[src/rtl/task3_parameter.sv]
// Shared parameters and types for the multiply-add operand loader.
package task3_parameter;

  // Operand width shared by the loader and the multiply-add stage
  localparam int size = 8;

  // Cycles from the multiply-add input sample to its data_out update
  localparam int MAC_LATENCY = 3;

  // Position of the next expected word inside an (A, B, C) triple
  typedef enum logic [1:0] {
    S_A,
    S_B,
    S_C
  } loader_state_t;

endpackage

[src/rtl/valid_delay_line.sv]
// 1-bit shift register used to align a strobe with a fixed-latency pipeline.
module valid_delay_line #(
  parameter int DEPTH = 3
) (
  input  logic clk,
  input  logic reset,
  input  logic d,
  output logic q
);

  logic [DEPTH-1:0] taps;

  // Shift the strobe one stage per clock; reset drops everything in flight
  always_ff @(posedge clk or posedge reset) begin
    if (reset) begin
      taps <= '0;
    end else begin
      taps[0] <= d;
      for (int i = 1; i < DEPTH; i++) begin
        taps[i] <= taps[i-1];
      end
    end
  end

  assign q = taps[DEPTH-1];

endmodule

[src/rtl/mac_operand_loader.sv]
// Operand loader for the A*B+C multiply-add stage: assembles (A, B, C)
// triples from a valid-qualified word stream, issues them with a one-cycle
// strobe and flags the cycle in which the downstream result is ready.
// Optional build macro MAC_LOADER_COUNT_EN adds issue/resync counters.
module mac_operand_loader #(
  parameter int SIZE        = task3_parameter::size,
  parameter int MAC_LATENCY = task3_parameter::MAC_LATENCY
) (
  input  logic            clk,
  input  logic            reset,
  input  logic [SIZE-1:0] in_data,
  input  logic            in_valid,
  input  logic            in_first,
  output logic [SIZE-1:0] A,
  output logic [SIZE-1:0] B,
  output logic [SIZE-1:0] C,
  output logic            issue,
  output logic            result_valid,
  output logic            resync_err
`ifdef MAC_LOADER_COUNT_EN
  ,
  output logic [15:0]     issue_count,
  output logic [7:0]      resync_count
`endif
);

  import task3_parameter::*;

  loader_state_t   state_q;
  loader_state_t   state_d;
  logic [SIZE-1:0] hold_a;
  logic [SIZE-1:0] hold_b;
  logic            load_a;
  logic            load_b;
  logic            clear_b;
  logic            load_triple;
  logic            resync;

  // Next-state and load decisions; nothing moves on cycles without in_valid
  always_comb begin
    state_d     = state_q;
    load_a      = 1'b0;
    load_b      = 1'b0;
    clear_b     = 1'b0;
    load_triple = 1'b0;
    resync      = 1'b0;
    if (in_valid) begin
      case (state_q)
        S_A: begin
          load_a  = 1'b1;
          state_d = S_B;
        end
        S_B: begin
          if (in_first) begin
            load_a = 1'b1;
            resync = 1'b1;
          end else begin
            load_b  = 1'b1;
            state_d = S_C;
          end
        end
        S_C: begin
          if (in_first) begin
            load_a  = 1'b1;
            clear_b = 1'b1;
            resync  = 1'b1;
            state_d = S_B;
          end else begin
            load_triple = 1'b1;
            state_d     = S_A;
          end
        end
        default: begin
          state_d = S_A;
        end
      endcase
    end
  end

  // State, holding registers, issued triple and the single-cycle strobes
  always_ff @(posedge clk or posedge reset) begin
    if (reset) begin
      state_q    <= S_A;
      hold_a     <= '0;
      hold_b     <= '0;
      A          <= '0;
      B          <= '0;
      C          <= '0;
      issue      <= 1'b0;
      resync_err <= 1'b0;
    end else begin
      state_q <= state_d;
      if (load_a) begin
        hold_a <= in_data;
      end
      if (load_b) begin
        hold_b <= in_data;
      end else if (clear_b) begin
        hold_b <= '0;
      end
      if (load_triple) begin
        A <= hold_a;
        B <= hold_b;
        C <= in_data;
      end
      issue      <= load_triple;
      resync_err <= resync;
    end
  end

  valid_delay_line #(
    .DEPTH(MAC_LATENCY)
  ) u_result_delay (
    .clk  (clk),
    .reset(reset),
    .d    (issue),
    .q    (result_valid)
  );

`ifdef MAC_LOADER_COUNT_EN
  // Issue counter wraps; resync counter sticks at its maximum
  always_ff @(posedge clk or posedge reset) begin
    if (reset) begin
      issue_count  <= 16'd0;
      resync_count <= 8'd0;
    end else begin
      if (issue) begin
        issue_count <= issue_count + 16'd1;
      end
      if (resync_err && (resync_count != 8'hFF)) begin
        resync_count <= resync_count + 8'd1;
      end
    end
  end
`endif

endmodule

[config.mk]
export PLATFORM = sky130hd
export DESIGN_NAME = mac_operand_loader
export DESIGN_NICKNAME = d
export VERILOG_FILES = /design/src/rtl/task3_parameter.sv /design/src/rtl/valid_delay_line.sv /design/src/rtl/mac_operand_loader.sv
export SDC_FILE = /design/constraint.sdc
export NUM_CORES = 1
export LEC_CHECK = 0
export ABC_CLOCK_PERIOD_IN_PS = 4700
export CAP_MARGIN = 10
export CELL_PAD_IN_SITES_DETAIL_PLACEMENT = 1
export CELL_PAD_IN_SITES_GLOBAL_PLACEMENT = 2
export CORE_ASPECT_RATIO = 2
export CORE_MARGIN = 3
export CORE_UTILIZATION = 39
export CTS_BUF_LIST = sky130_fd_sc_hd__clkbuf_8
export DETAILED_ROUTE_END_ITERATION = 10
export PLACE_DENSITY = 0.85
export SLEW_MARGIN = 30
export SYNTH_ARGS = -nofsm -noshare
export SYNTH_HDL_FRONTEND = slang
export SYNTH_SLANG_ARGS = --single-unit
[constraint.sdc]
create_clock -name clk -period 4.7 [get_ports clk]
set_input_delay 1.41 -clock clk [delete_from_list [all_inputs] [get_ports clk]]
set_output_delay 1.41 -clock clk [all_outputs]
set_load 0.02 [all_outputs]
Word-level counts from Yosys, hierarchy flattened:

Index checks and enable logic that the tools add are counted.

* add/sub/neg operators: 0
* $mul: 0
* div/mod/pow operators: 0
* magnitude comparators: 0
* equality and inequality tests: 3
* shift operators: 0
* multiplexer cells: 17
* bitwise gates (word level): 0
* reductions and logical operators: 4

Operators with widths (number)
* 2-to-1 mux 8 bit: 2
* 2-to-1 mux 1 bit: 12
* one-hot mux 2 bit (3 select lines): 1
* == test 2 x 1 -> 1 bit (second input constant): 1
* == test 2 bit (second input constant): 1
* logical NOT 2 bit: 1
* 2-to-1 mux 2 bit: 1
* != test 2 bit (second input constant): 1
* one-hot mux 1 bit (2 select lines): 1
* AND reduction 2 bit: 1
* nonzero test 2 bit: 1
* OR reduction 2 bit: 1

* bits in registers: 47
* latch bits: 0
* memory bits (writable): 0
* memory bits (read-only): 0
* bits of input ports: 12
* output and inout bits: 27
* logic and storage cells: 33
* memories kept: 0

Longest topological paths before layout:

* depth in word-level cells: 5
* mapped depth: 6
* gate-level depth less buffers: 5

Cells and area by module:

From an unflattened synthesis, not the netlist that was laid out.

* cells, all modules: 130
* area total of the unflattened synthesis: 1890.6 µm²

Modules (own cells, without submodules)
* mac_operand_loader: times used 1, cells an instance 126, area each 1811.7 µm², seq. area each 1101.1 µm²
* valid_delay_line: times used 1, cells an instance 4, area each 78.8 µm², seq. area each 75.1 µm²

Worst setup path after synthesis:

Ideal clock, no wire load.

* path kind: input -> register
* from: input port in_first
* to: register hold_a[0]
* library setup time: 0.125 ns
* arrival: 2.185 ns
* data required time: 4.575 ns
* slack: 2.390 ns
* stages on the path: 3
* buffers on the path: 0
* path through: a21oi_1 nor3b_4 mux2_2

* word-level cells in the longest chain between the ends: 3

RTL lines
* start, declared: RTL line mac_operand_loader.sv:13 `input logic in_first,`
* 2-to-1 mux 1 bit: RTL line mac_operand_loader.sv:54, mac_operand_loader.sv:63
* one-hot mux 1 bit (2 select lines): RTL line mac_operand_loader.sv:48 `case (state_q)`
* 2-to-1 mux 1 bit: RTL line mac_operand_loader.sv:47 `if (in_valid) begin`
* end signal, assigned: RTL line mac_operand_loader.sv:94 `hold_a <= in_data;`
* end, declared: RTL line mac_operand_loader.sv:31 `logic [SIZE-1:0] hold_a;`

Every way passes these cells.
A chain may end at the register's enable or synchronous reset.

Final worst setup path:

* from: input port in_first
* to: register hold_a[6]

Same word-level chain as after synthesis.

==> impl_metrics.ini <==
[global_routing]
grt_max_degree = 48
grt_pass1_wl_mm = 6.28
globalRouteOverflowTotal = 0
grt_pass1_vias = 1306
grtUsageTotal = 0.151
antenna_found_initial = 0

[pwr]
finalPower_w = 0.00162
p_per_area_nw_per_um2 = 679
vdd_drop_max_mv = 0.274
leakage_nw = 1.05

[clocking]
ctsResizeCount = 0
clock-sinks = 47
cts_root_buf = clkbuf_8
clockBufferDepth = 2
cts_tree = done
path_clk_slew_ns = 0.07
cts_setup_buffers = 0
cts-buffers-inserted = 5
insertion_delay_ns = 0.29
htree_levels = 2
cts_hold_buf = 0

[timing]
tns_ns = 0
fin_ws_ns = 1.64
slew_viol_final = 0
slew_headroom = 0.469
finalHoldViolCount = 0
rsz0062_at_grt = no
post-route-min-period_ns = 3.06
max_freq_ghz = 0.327
tightest_slew_ns = 0.795
finalClockSkew_ns = 0.00433
setup_viol = 0
finalCritPeriodShare = 0.650

[critical_path]
rrSetupSlack_ns = 2.79
crit_chain = clkdlybuf4s50_1 -> a21oi_1 -> nor3b_4 -> mux2_2
path_class = input pin to flip-flop
crit_start = in_first
cp_max_fo = 13
crit_arrival_ns = 3.23
endpoint_kind = flip-flop
slowest_delay_ns = 0.74
worstSetupStartpointType = input pin
required_ns = 4.88
rr_endpoint = hold_a[6]
cp_slowest_cell = clkdlybuf4s50_1
reg2reg_depth = 5
r2r-start = state_q[0]
crit_path_end = hold_a[6]

[route]
final_antenna_net_count = 0
vias = 1128
route.detailed.drc = 0
first_pass_iters = 3
drt-initial-drc-count = 11
vias_per_cell = 5.04
drt-total-wl_mm = 3.76
routedWlPerCell_um = 16.8

[synthesis]
seq_area_frac_synth = 0.623
ys_warn_count = 0
synth_area_leaders = dfrtp_1, mux2_2, o2bb2ai_1
syn-cell-area_um2 = 1890
synthDistinctLibCells = 16
synthCells = 129
avgSynthCellArea_um2 = 14.6
synth_top_area_frac = 0.623
synth-seq-cells = 47
synth_top_area_cell = dfrtp_1
syn-num-nets = 146

[floorplanning]
die_width_um = 55.2
die_y_um = 104
core_um2 = 4640
rows = 35
ios = 39
start_util = 0.406
die-area_um2 = 5760

[finish]
drive_gt1_frac = 0.249
layout_commonest_cell = dfrtp_1
diodes = 0
mostFrequentLayoutCells = dfrtp_1, clkdlybuf4s50_1, mux2_2
syn_to_final_growth_pct = 26.7
stdcell_area_um2 = 2390
fin_nets = 187

[placed_design]
place.gp.congestion = 0.665
port_buffers = 38
place_hpwl_mm = 2.73
placed_area_um2 = 2320
dp_slack_ns = 1.32

[worst_hold_path]
whs_path_depth = 0
hold_path_class = flip-flop to flip-flop

[job]
cap_violations = 0

[run_status]
status = finished, final reports clean
==> cell type report <==
class | instances | area, um2
clock buffers | 5 | 68.8
clock inverters | 1 | 3.75
fillers | 498 | 2250
inverters | 5 | 20.0
multi-input cells | 73 | 673
flip-flops and latches | 47 | 1180
well taps | 55 | 68.8
repair buffers | 38 | 380
==> layer usage <==
layer  GRT usage  vias to the layer above  part of all wire
li1            -                      528                 -
met1       0.150                      565              0.35
met2       0.278                       27              0.58
met3      0.0344                        8             0.044
met4      0.0574                        0             0.020
met5           0                        -                 0
==> worst max-delay path, delay by kind of cell <==
family,cells,cell delay (ns)
compound gates,1,0.18
simple gates,1,0.50
mux,1,0.39
buf+inv,1,0.74
==> report_power, final <==
group          total, W  leakage [nW]  switching [W]  internal, W
clock network  0.000218        0.0413       0.000121    0.0000971
registers      0.000692         0.580       0.000105     0.000587
logic          0.000713         0.433       0.000328     0.000385
total           0.00162          1.05       0.000554      0.00107
==> Yosys cell counts <==
cell,number
and3_1,1
nor2b_1,8
nand3_2,1
o2bb2ai_1,8
ha_1,5
a21oi_1,10
and2_1,1
nor2_1,1
dfrtp_1,47
nand2_1,2
clkbuf_1,1
mux2_2,34
inv_1,5
buf_2,3
o21ai_1,1
nor3b_4,1
==> sequential cells by signal, summed over array words and instances, names as in the netlist <==
signal and cells:
B 8, C 8, issue 1, A 8, state_q 2, hold_b 8
resync_err 1, hold_a 8, u_result_delay.taps 3
==> worst min-delay path by stage <==
stage	from	endpoint	slack [ns]
floorplan	u_result_delay.taps[0]	u_result_delay.taps[1]	0.33
global placement	u_result_delay.taps[0]	u_result_delay.taps[1]	0.34
detailed placement	u_result_delay.taps[0]	u_result_delay.taps[1]	0.34
CTS	u_result_delay.taps[0]	u_result_delay.taps[1]	0.37
global route	u_result_delay.taps[0]	u_result_delay.taps[1]	0.37
finish	u_result_delay.taps[0]	u_result_delay.taps[1]	0.36
==> logic make-up (layout without fill, tap and decap cells) <==
family          count (synthesis)  in the layout  synth area share
compound gates                 19             19            0.0663
fa+ha+maj                       5              5            0.0332
buf+inv                         9             49            0.0199
flops                          47             47             0.623
mux                            34             34             0.203
simple gates                   15             15            0.0544
==> through the flow <==
| step | hold WS [ns] | instances | utilization |
|---|---|---|---|
| after global placement | 0.341 | 218 | 0.499 |
| after CTS | 0.369 | 224 | 0.515 |
| after detailed placement | 0.342 | 218 | 0.499 |
| final | 0.360 | 224 | 0.515 |
| after floorplan | 0.331 | 129 | - |
| after global routing | 0.372 | 224 | 0.515 |
(Power assumes the default switching activity.)
==> variant, RTL diff (config.mk and constraints unchanged) <==
`MAC_LATENCY`: 3 -> 2.
--- a/src/rtl/task3_parameter.sv
+++ b/src/rtl/task3_parameter.sv
@@ -5,7 +5,7 @@
   localparam int size = 8;
 
   // Cycles from the multiply-add input sample to its data_out update
-  localparam int MAC_LATENCY = 3;
+  localparam int MAC_LATENCY = 2;
 
   // Position of the next expected word inside an (A, B, C) triple
   typedef enum logic [1:0] {
Formal check against the unedited RTL: not equivalent (Yosys sat finds a counterexample within 10 cycles, from zero or initial values and one cycle with reset high).
==> variant against the unedited design <==
First-iteration DRC count rose by 120%; total power grew 3.7%; clock skew up 0.0043 ns; synthesized area decreased by 1.3%; design area rose by 0.52%; synthesized cell count down 0.78%; sequential cell count is 1 lower; highest routed layer unchanged; wire length grew 0.16%; setup slack worse by 0.033 ns; count of clock-buffer cells in the layout did not move.
==> variant: results (changes against the unedited design) <==
status completed (unchanged); slowest cell delay on critical path 0.75 ns; synth top area cells dfrtp_1, mux2_2, o2bb2ai_1, ha_1, a21oi_1 (unchanged); peak supply drop 0.000349 V (was 0.000274 V); Max FO, Critical Path 13 (unchanged); HP Class register to register (unchanged); sequential-to-total area share from yosys stat 61.8% (was 62.3%); Slew @ Worst Pin 0.762 ns (was 0.795 ns); met2 GRT Util 27.3% (was 27.8%); Global Route met1 Usage 17.1% (was 15.0%); internal power 1.12 mW (was 1.07 mW); vias per cell 5.12 (was 5.04); worst hold margin 0.376 ns (was 0.360 ns); post-cts sizing count 0 (unchanged); CP max-delay cell clkdlybuf4s50_1 (unchanged); initial antenna violation count 0 (unchanged); FFs w/ async S/R, synth 100% (unchanged); Yosys cell types 16 (unchanged); clk slew on worst S/H paths about 0.08 ns; Leak 1.06 nW (was 1.05 nW); post-CTS setup repair buffer count 0 (unchanged); Hold Path Cell Cnt 0 (unchanged); worst slack, placed 1.27 ns (was 1.32 ns); filler cell count 473 (was 498); Max clock buf depth 2 (unchanged); hold path startpoint u_result_delay.taps[0] (unchanged); ANT cells 0 (unchanged); reg2reg setup slack 2.78 ns (was 2.79 ns); r2r startpoint state_q[0] (unchanged); Ys Warns 0 (unchanged); largest net degree at the start of global routing 47 (was 48); placed cells 217 (was 218); # nets final 186 (was 187); PortBufs 38 (unchanged); most common library cells after synthesis dfrtp_1, mux2_2, a21oi_1 (unchanged); R2R Path End hold_a[7] (was hold_a[6]); DRT Wirelength 3770 microns (was 3760 microns); Clk Latency, worst-skew pair approximately 0.3 ns; clock skew 0.00866 ns (was 0.00433 ns); DR iter-0 viols 24 (was 11); Synthesized Nets 145 (was 146); CTS root buffer clkbuf_8 (unchanged); vias in the first global route 1303 (was 1306); R2R depth 5 (unchanged); GPL Wtd Cong 0.697 (was 0.665); first-pass GRT wire length 6430 microns (was 6280 microns); delay-heaviest family, CP buffers and inverters (unchanged); Global Route Usage Sum 15.6% (was 15.1%); total CTS buffers 5 (unchanged); met3 Use GR 3.02% (was 3.44%); syn avg cell area 14.5 sq um (was 14.6 sq um); share of cells above drive strength 1 25.9% (was 24.9%); # H-tree levels 2 (unchanged); Crit path arrival time 3.27 ns (was 3.23 ns); total number of vias 1153 (was 1128); Min-Delay Endpoint u_result_delay.taps[1] (unchanged); hpwl dp 2790 microns (was 2730 microns); drt first pass iters 3 (unchanged)
==> variant: cell types whose count changed after synthesis, sizes merged <==
cell and change:
dfrtp -1
==> variant: stage by stage <==
step | instance area [sq um] | utilization (%) | total power [mW]
2_1_floorplan | 1860 | - | 1.11
3_3_place_gp | 2290 | 49.9 | 1.38
3_5_place_dp | 2290 | 49.9 | 1.42
4_1_cts | 2400 | 52.2 | 1.71
5_1_grt | 2400 | 52.3 | 1.80
6_report | 2400 | 52.3 | 1.68
==> variant: worst max path at each step <==
stage | startpoint | to | slack (ns) | cells past startpoint
final | in_first | hold_a[7] | 1.61 | 4
after global routing | in_first | A[6] | 1.42 | 4
after CTS | in_first | A[6] | 1.59 | 4
after detailed placement | in_first | hold_a[5] | 1.27 | 4
after global placement | in_first | hold_a[7] | 1.33 | 4
after floorplan | reset | A[0] | 2.20 | 1
==> variant: routing by layer <==
metal,up-vias,share of wire [%]
li1,523,-
met1,601,37
met2,22,57
met3,7,3.3
met4,0,2.1
met5,-,0
==> variant: layout make-up <==
cell class | count | area [sq um] | share of cell area, %
clock buffer | 5 | 68.8 | 2.86
clock inverter | 3 | 41.3 | 1.72
timing repair buffer | 38 | 380 | 15.8
multi-input combinational | 73 | 673 | 28.0
inverter | 5 | 20.0 | 0.833
sequential | 46 | 1150 | 47.9
tap | 55 | 68.8 | 2.86
==> variant: cell families after synthesis <==
group,after synthesis,synth area share [%]
flip-flops,46,61.8
multiplexers,34,20.6
buffers and inverters,9,2.02
AND/OR/NAND/NOR,15,5.51
AO/OA/AOI/OAI,19,6.72
adder cells (fa/ha/maj),5,3.36
==> variant: power by group through the flow <==
stage / clock network [mW] / registers, mW / logic [mW]
floorplan: 0 / 0.794 / 0.312
global placement: 0 / 0.679 / 0.699
detailed placement: 0 / 0.694 / 0.728
CTS: 0.296 / 0.685 / 0.732
global route: 0.314 / 0.707 / 0.778
finish: 0.285 / 0.681 / 0.718
